==> src/rtl/divider_4bit_seq_if.sv <==
// Handshake and result bundle between a requester and the sequential 4-bit divider.
`timescale 1ns/1ps

interface divider_4bit_seq_if;
    logic       start;
    logic [3:0] dividend;
    logic [3:0] divisor;
    logic       busy;
    logic       done;
    logic [3:0] quotient;
    logic [3:0] remainder;
    logic       div_by_zero;

    modport master (
        output start, dividend, divisor,
        input  busy, done, quotient, remainder, div_by_zero
    );

    modport slave (
        input  start, dividend, divisor,
        output busy, done, quotient, remainder, div_by_zero
    );
endinterface

==> src/rtl/divider_4bit_seq.sv <==
// Sequential 4-bit unsigned restoring divider, one quotient bit per clock (MSB first),
// built around the combinational subtractor_4bit.
`timescale 1ns/1ps

module subtractor_4bit (
    input  logic [3:0] a,
    input  logic [3:0] b,
    output logic [3:0] diff,
    output logic       borrow
);
    assign {borrow, diff} = {1'b0, a} - {1'b0, b};
endmodule

module divider_4bit_seq (
    input  logic               clk,
    input  logic               rst,
    divider_4bit_seq_if.slave  bus
);
    typedef enum logic [1:0] {
        IDLE = 2'd0,
        RUN  = 2'd1,
        DONE = 2'd2
    } state_t;

    state_t     state_r;
    logic [3:0] divisor_r;
    logic [3:0] rem_r;
    logic [3:0] quo_r;
    logic [1:0] cnt_r;
    logic       busy_r;
    logic       done_r;
    logic [3:0] quotient_r;
    logic [3:0] remainder_r;
    logic       div_by_zero_r;

    logic [3:0] trial_s;
    logic [3:0] diff_s;
    logic       borrow_s;

    // Trial minuend: partial remainder shifted left with the next dividend bit.
    // It never exceeds the processed dividend prefix, so 4 bits are exact.
    always_comb begin
        trial_s = {rem_r[2:0], quo_r[3]};
    end

    subtractor_4bit u_sub (
        .a      (trial_s),
        .b      (divisor_r),
        .diff   (diff_s),
        .borrow (borrow_s)
    );

    // Control FSM, iteration datapath and registered result outputs.
    always_ff @(posedge clk or posedge rst) begin
        if (rst) begin
            state_r       <= IDLE;
            divisor_r     <= 4'd0;
            rem_r         <= 4'd0;
            quo_r         <= 4'd0;
            cnt_r         <= 2'd0;
            busy_r        <= 1'b0;
            done_r        <= 1'b0;
            quotient_r    <= 4'd0;
            remainder_r   <= 4'd0;
            div_by_zero_r <= 1'b0;
        end else begin
            case (state_r)
                IDLE, DONE: begin
                    if (bus.start) begin
                        if (bus.divisor != 4'd0) begin
                            divisor_r <= bus.divisor;
                            rem_r     <= 4'd0;
                            quo_r     <= bus.dividend;
                            cnt_r     <= 2'd3;
                            busy_r    <= 1'b1;
                            done_r    <= 1'b0;
                            state_r   <= RUN;
                        end else begin
                            // Zero divisor completes immediately with saturated quotient.
                            divisor_r     <= 4'd0;
                            quotient_r    <= 4'hF;
                            remainder_r   <= bus.dividend;
                            div_by_zero_r <= 1'b1;
                            busy_r        <= 1'b0;
                            done_r        <= 1'b1;
                            state_r       <= DONE;
                        end
                    end else begin
                        busy_r  <= 1'b0;
                        done_r  <= 1'b0;
                        state_r <= IDLE;
                    end
                end
                RUN: begin
                    rem_r <= borrow_s ? trial_s : diff_s;
                    quo_r <= {quo_r[2:0], ~borrow_s};
                    cnt_r <= cnt_r - 2'd1;
                    if (cnt_r == 2'd0) begin
                        quotient_r    <= {quo_r[2:0], ~borrow_s};
                        remainder_r   <= borrow_s ? trial_s : diff_s;
                        div_by_zero_r <= 1'b0;
                        busy_r        <= 1'b0;
                        done_r        <= 1'b1;
                        state_r       <= DONE;
                    end else begin
                        busy_r  <= 1'b1;
                        done_r  <= 1'b0;
                        state_r <= RUN;
                    end
                end
                default: begin
                    busy_r  <= 1'b0;
                    done_r  <= 1'b0;
                    state_r <= IDLE;
                end
            endcase
        end
    end

    assign bus.busy        = busy_r;
    assign bus.done        = done_r;
    assign bus.quotient    = quotient_r;
    assign bus.remainder   = remainder_r;
    assign bus.div_by_zero = div_by_zero_r;
endmodule

==> src/flat_wrapper.sv <==
// flat-port wrapper written by rule: the top's interface ports become plain ports
module divider_4bit_seq_flat 
  (clk, rst, bus_start, bus_dividend, bus_divisor, bus_busy, bus_done, bus_quotient, bus_remainder, bus_div_by_zero);
  divider_4bit_seq_if bus_i ();
  input  logic clk;
  input  logic rst;
  input wire logic [$bits(bus_i.start)-1:0] bus_start;
  input wire logic [$bits(bus_i.dividend)-1:0] bus_dividend;
  input wire logic [$bits(bus_i.divisor)-1:0] bus_divisor;
  output wire logic [$bits(bus_i.busy)-1:0] bus_busy;
  output wire logic [$bits(bus_i.done)-1:0] bus_done;
  output wire logic [$bits(bus_i.quotient)-1:0] bus_quotient;
  output wire logic [$bits(bus_i.remainder)-1:0] bus_remainder;
  output wire logic [$bits(bus_i.div_by_zero)-1:0] bus_div_by_zero;
  assign bus_i.start = bus_start;
  assign bus_i.dividend = bus_dividend;
  assign bus_i.divisor = bus_divisor;
  assign bus_busy = bus_i.busy;
  assign bus_done = bus_i.done;
  assign bus_quotient = bus_i.quotient;
  assign bus_remainder = bus_i.remainder;
  assign bus_div_by_zero = bus_i.div_by_zero;
  divider_4bit_seq u_core (.clk(clk), .rst(rst), .bus(bus_i));
endmodule
==> config.mk <==
export PLATFORM = sky130hd
export DESIGN_NAME = divider_4bit_seq_flat
export DESIGN_NICKNAME = d
export VERILOG_FILES = /design/src/rtl/divider_4bit_seq_if.sv /design/src/rtl/divider_4bit_seq.sv /design/src/flat_wrapper.sv
export SDC_FILE = /design/constraint.sdc
export NUM_CORES = 1
export LEC_CHECK = 0
export CAP_MARGIN = 20
export CORE_UTILIZATION = 46
export DETAILED_ROUTE_END_ITERATION = 6
export GPL_TIMING_DRIVEN = 0
export PLACE_DENSITY = 0.77
export RECOVER_POWER = 25
export SETUP_SLACK_MARGIN = 0.15
export SYNTH_ARGS = -nofsm -noshare
export SYNTH_HDL_FRONTEND = slang
export SYNTH_HIERARCHICAL = 1
export SYNTH_SLANG_ARGS = --single-unit
==> constraint.sdc <==
create_clock -name clk -period 2.4 [get_ports clk]
set_input_delay 0.48 -clock clk [delete_from_list [all_inputs] [get_ports clk]]
set_output_delay 0.48 -clock clk [all_outputs]
set_load 0.1 [all_outputs]
### Word-level counts from Yosys, hierarchy flattened

Index checks and enable logic that the tools add are counted.

| cells by class | value |
|---|---|
| reductions and logical operators | 8 |
| add/sub/neg operators | 2 |
| bitwise gates (word level) | 1 |
| equality and inequality tests | 6 |
| multiplexer cells | 35 |

Operators by type and width:

| operator | number |
|---|---|
| $mux 4 | 10 |
| $pmux 4 s2 | 3 |
| $mux 2 | 5 |
| $mux 1 | 9 |
| $pmux 2 s2 | 2 |
| $mux 3 | 2 |
| $pmux 1 s2 | 3 |
| $pmux 3 s2 | 1 |
| $sub 4x4->5 | 1 |
| $logic_not 2->1 | 2 |
| $ne 2x1->1 const B | 2 |
| $ne 2x2->1 const B | 2 |
| $reduce_and 4->1 | 1 |
| $reduce_bool 4->1 | 1 |
| $reduce_and 3->1 | 1 |
| $eq 2x1->1 const B | 1 |
| $eq 2x2->1 const B | 1 |
| $reduce_and 2->1 | 1 |
| $reduce_bool 2->1 | 1 |
| $reduce_or 2->1 | 1 |
| $sub 2x1->2 const B | 1 |
| $not 1->1 | 1 |

| word-level totals | value |
|---|---|
| logic and storage cells | 62 |
| bits in registers | 26 |
| input bits | 11 |
| output and inout bits | 11 |

### Longest topological paths before layout

Gate-level depths: netlist of the first run.

| logic depth | value |
|---|---|
| depth in word-level cells | 4 |
| gate-level depth with buffers | 10 |
| mapped depth without buffers | 9 |

### Modules after synthesis

Netlist of the first run, hierarchy kept.

Modules (own cells, without submodules):

| module | sequential area each (um2) | instances | cells each | area an instance (um2) |
|---|---|---|---|---|
| divider_4bit_seq | 600.6 | 1 | 112 | 1,106.1 |
| subtractor_4bit | 0.0 | 1 | 18 | 137.6 |

### Worst setup path after synthesis of the first run

No wires, ideal clock.

| path | value |
|---|---|
| path kind | reg-to-reg |
| start | register u_core.quo_r[3] |
| end | register u_core.remainder_r[0], in the netlist u_core/bus.remainder[0] |
| cell stages (with the launch flop) | 11 |
| setup time | 0.127 ns |
| path slack | 0.154 ns |
| arrival | 2.119 ns |
| buffers on the path | 1 |
| required time | 2.273 ns |
| cell sequence | dfrtp_1 -> inv_1 -> ha_1 -> inv_1 -> fa_1 -> a21o_2 -> a21oi_1 -> clkbuf_1 -> mux2i_1 -> nor2_1 -> a221o_1 |

| on the way | value |
|---|---|
| word-level cells in the longest chain between the ends | 4 |

RTL lines:

| item | line | text |
|---|---|---|
| start, declared | divider_4bit_seq.sv:28 | `logic [3:0] quo_r;` |
| start signal, assigned | divider_4bit_seq.sv:73 | `quo_r <= bus.dividend;` |
| start signal, assigned | divider_4bit_seq.sv:96 | `quo_r <= {quo_r[2:0], ~borrow_s};` |
| $sub 4x4->5 | divider_4bit_seq.sv:11 | `assign {borrow, diff} = {1'b0, a} - {1'b0, b};` |
| named net u_core.borrow_s | divider_4bit_seq.sv:38 | `logic borrow_s;` |
| $mux 4 | divider_4bit_seq.sv:100 | `remainder_r <= borrow_s ? trial_s : diff_s;` |
| $mux 4 | divider_4bit_seq.sv:98 | `if (cnt_r == 2'd0) begin` |
| $pmux 4 s2 | divider_4bit_seq.sv:67 | `case (state_r)` |
| end signal, assigned | divider_4bit_seq.sv:82 | `remainder_r <= bus.dividend;` |
| end signal, assigned | divider_4bit_seq.sv:100 |  |
| end, declared | divider_4bit_seq.sv:33 | `logic [3:0] remainder_r;` |

The timed path passes the listed nets, and every way through them passes these cells. The select of a mux whose other input is x is not followed.
A chain may end at the register's enable or synchronous reset.

### Worst setup path after layout of the first run

| path | value |
|---|---|
| start | register u_core.quo_r[3] |
| end | register u_core.remainder_r[1], in the netlist u_core/bus.remainder[1] |

Same word-level chain as after synthesis.

==> results of run 1 <==
==> per-layer routing <==
layer  track usage, %  vias to the layer above
met2            35.19                       27
met5                0                        -
met1            27.11                      492
li1                 -                      503
met3            5.085                        5
met4            7.692                        0
==> worst min-delay path by stage <==
stage                           startpoint  cells past startpoint                      to
detailed placement     u_core/divisor_r[2]                      2     u_core/divisor_r[2]
CTS                    u_core/divisor_r[2]                      2     u_core/divisor_r[2]
finish                 u_core/divisor_r[1]                      2     u_core/divisor_r[1]
floorplan              u_core/divisor_r[1]                      2     u_core/divisor_r[1]
global placement    u_core/bus.div_by_zero                      2  u_core/bus.div_by_zero
global route               u_core/cnt_r[0]                      1         u_core/cnt_r[0]
==> worst min-delay path: stages, from the launching register on <==
cell and delay, ns:
dfrtp_1 0.36, nand2_1 0.05, nand2_1 0.06
==> per-stage QoR <==
step	std cells	utilization, %
6_report	189	63.05
5_1_grt	189	63.05
4_1_cts	187	62.00
3_5_place_dp	181	59.13
3_3_place_gp	181	59.13
2_1_floorplan	130	-
==> synthesized netlist by cell type (all sizes together) (3+ instances only) <==
master / n
dfrtp: 24
nand2: 22
nor2: 16
a21oi: 10
inv: 10
clkbuf: 6
ha: 5
o21ai: 5
mux2i: 4
a221o: 3
a31oi: 3
o22ai: 3
==> cells by family after synthesis <==
kind of cell    Yosys count  synth area share [%]
buf+inv                  17                 5.735
mux                       4                 3.219
simple gates             47                 18.41
compound gates           30                 16.30
fa+ha+maj                 6                 6.640
flops                    24                 48.29
xor+xnor                  2                 1.409
==> registers in the layout, indices dropped and copies added (netlist names) <==
register / count
u_core/rem_r: 3
u_core/bus.busy: 1
u_core/bus.quotient: 4
u_core/bus.remainder: 4
u_core/bus.div_by_zero: 1
u_core/quo_r: 4
u_core/divisor_r: 4
u_core/cnt_r: 2
u_core/bus.done: 1
==> layout make-up <==
| cell class | count | area, sq um |
|---|---|---|
| buffer | 7 | 43.79 |
| clock buffer | 4 | 36.28 |
| fill | 234 | 932.1 |
| inverter | 10 | 37.54 |
| multi-input combinational | 89 | 608.1 |
| sequential | 24 | 600.6 |
| tap | 30 | 37.54 |
| timing repair buffer | 25 | 226.5 |
==> cells in the final DEF (no fill, tap or decap), types with 2 or more instances in the layout <==
master and n:
a21oi_1 8, o21ai_0 4, a21oi_2 2, nand2_1 22, ha_1 4, buf_4 4
nor2b_1 2, xor2_1 2, a22oi_1 2, nand2b_1 2, clkdlybuf4s50_1 9, clkbuf_8 2
dfrtp_1 24, nor2_1 14, a221o_1 3, mux2i_4 2, dlygate4sd2_1 11, a31oi_1 3
mux2i_1 2, clkbuf_4 3, o22ai_1 3, clkbuf_1 5, inv_1 9
==> what timing repair did <==
item                                    in CTS  in global routing
setup buffers                                2                  2
gates resized for setup                     21                  2
pin swaps                                    4                  2
endpoints found under the setup margin      18                  4
==> impl_summary.log, run 1 <==
INFO  metric post_drt_wl_per_cell = 14.06 um
INFO  metric die_width = approximately 54 um
INFO  metric cts.root.buffer_cell = clkbuf_4
INFO  metric setup-violations-final = 0
INFO  metric floorplan.core_area = 2522 sq um
INFO  metric synth_edf_count = 0
INFO  metric place_ws = -0.1527 ns
INFO  metric drt_first_iter_violations = 22
INFO  metric postSynthAreaPerCell = 9.567 sq um
INFO  metric detail_route.first_pass.iterations = 4
INFO  metric metal_1_wl = 1.152 mm
INFO  metric worst-slew-pin-transition = 0.9598 ns
INFO  metric synth.cell_area = 1244 sq um
INFO  metric antenna_violations_before_repair = 0
INFO  metric initial_utilization = about half
INFO  metric placed_area = ~1500 sq um
INFO  metric cp_num_cells = 10
INFO  metric routabilityCongestion = 0.7998
INFO  metric syn_nets = 147
INFO  metric crit_path_end_kind = flop
INFO  metric yosysTopAreaCell = dfrtp_1
INFO  metric synth_top_cell_area_share = 48.29%
INFO  metric worstSetupEndpoint = u_core/bus.remainder[1]
INFO  metric period_utilization_post_route = 93.49%
INFO  metric final_net_count = 177
INFO  metric synthTopCellsByArea = dfrtp_1 (48%), nand2_1 (6.6%), ha_1 (5.0%)
INFO  metric min-delay-path-class = reg -> reg
INFO  metric worst_ep_arrival_time = 2.45 ns
INFO  metric grt_first_pass_wirelength = 4.215 mm
INFO  metric timing_worst_setup_path_type = reg -> reg
INFO  metric ioPinCount = 22
INFO  metric r2r_cell_count = 10
INFO  metric die-area = ~2900 sq um
INFO  metric cp_num_buf_inv = 3
INFO  metric drive_gt1_share = 15.09%
INFO  metric cts-htree-levels = 1
INFO  metric final.setup.worst_slack = 0.1563 ns
INFO  metric rsz0062_at_grt = yes
INFO  metric critical_path.max_stage_delay = 0.40 ns
INFO  metric fmax = 0.4457 GHz
INFO  metric detailed_placer_s_ending_hpwl = ~2 mm
INFO  metric io_buffers = 21
INFO  metric clock-sinks = 24
INFO  metric route.met3.wl = 117 um
INFO  metric yosysUniqueCellTypes = 30
INFO  metric critical_path.reg2reg.endpoint = u_core/bus.remainder[1]
INFO  metric critical_path.startpoint = u_core/quo_r[3]
INFO  metric critical_path.startpoint_type = flop
INFO  metric slew_violations = 0
INFO  metric placement_rows = 18
INFO  metric setup-tns-final = 0 ns
INFO  metric crit_path_top_delay_cell = dfrtp_1
INFO  metric final_hold_violations = 0
INFO  metric status = complete, no violations
INFO  metric timing.critical_path.cells = inv_1, ha_2, inv_2, fa_2, a21o_2, a21oi_2, clkbuf_8, mux2i_4, nor2_2, a221o_1
INFO  metric top_signal_layer_used = met4
INFO  metric total_of_warnings_raised_by_yosys = 6
INFO  metric asyncSetResetFlopFracSynth = 100.0%
INFO  metric die_height = between 50 and 60 um
INFO  metric totalWireLength = 2.658 mm
INFO  metric ctsHoldBuffers = 0
INFO  metric max_slew_margin = 36.27%
INFO  metric final_design_area_no_fill = between 1500 and 2000 sq um
INFO  metric crit_family = compound AO/OA/AOI/OAI gates
INFO  metric grt_max_degree = 25
INFO  metric tritoncts.num_buffers = 3
INFO  metric cts_tree = built
INFO  metric fin_crit = ~2.2 ns
INFO  metric synth_ff_type = dfrtp_1
INFO  metric routed-via-count = 1027
INFO  metric syn_inst = 130
INFO  metric hold_ws = 0.4937 ns
INFO  metric clk_path_buf_depth = 2
INFO  metric first_global_vias = 916
INFO  metric clk-insertion-delay-late = about 0.32 ns
INFO  metric final.setup_skew = 0.007899 ns
INFO  metric grtUsageTotal = 21.32%
INFO  metric routed_via_density = 5.434
INFO  metric path_max_fanout = 5
INFO  metric synth-seq-cells = 24
INFO  metric drt_antenna_net_count = 0
INFO  metric n_antenna_cell = 0
INFO  metric met2RoutedLength = 1.348 mm
INFO  metric layout_overhead_on_the_synthesized_area = 27.87%
INFO  metric overflow = 0
INFO  metric ff_to_ff_setup_slack = 0.16 ns
INFO  metric yosysSeqAreaShare = between 40% and 50%
INFO  metric cts.clk_slew.worst_paths = 0.12 ns
INFO  metric worst_r2r_startpoint = u_core/quo_r[3]
INFO  metric drv.max_cap_violation_count = 0
INFO  metric detail_route.drc_violations = 0
INFO  metric critPathRequiredTime = 2.61 ns
Power of run 1 is left out: the tool's default activity adds up to more than one toggle a clock period on the data nets, which glitch-free logic cannot reach.
==> run 2, diff against run 1 <==
ABC_AREA = 0   (was unset)
==> results of run 2 <==
The final DEF is identical to that of run 1; final timing and power are the same.
Power of run 2 is left out for the same reason.
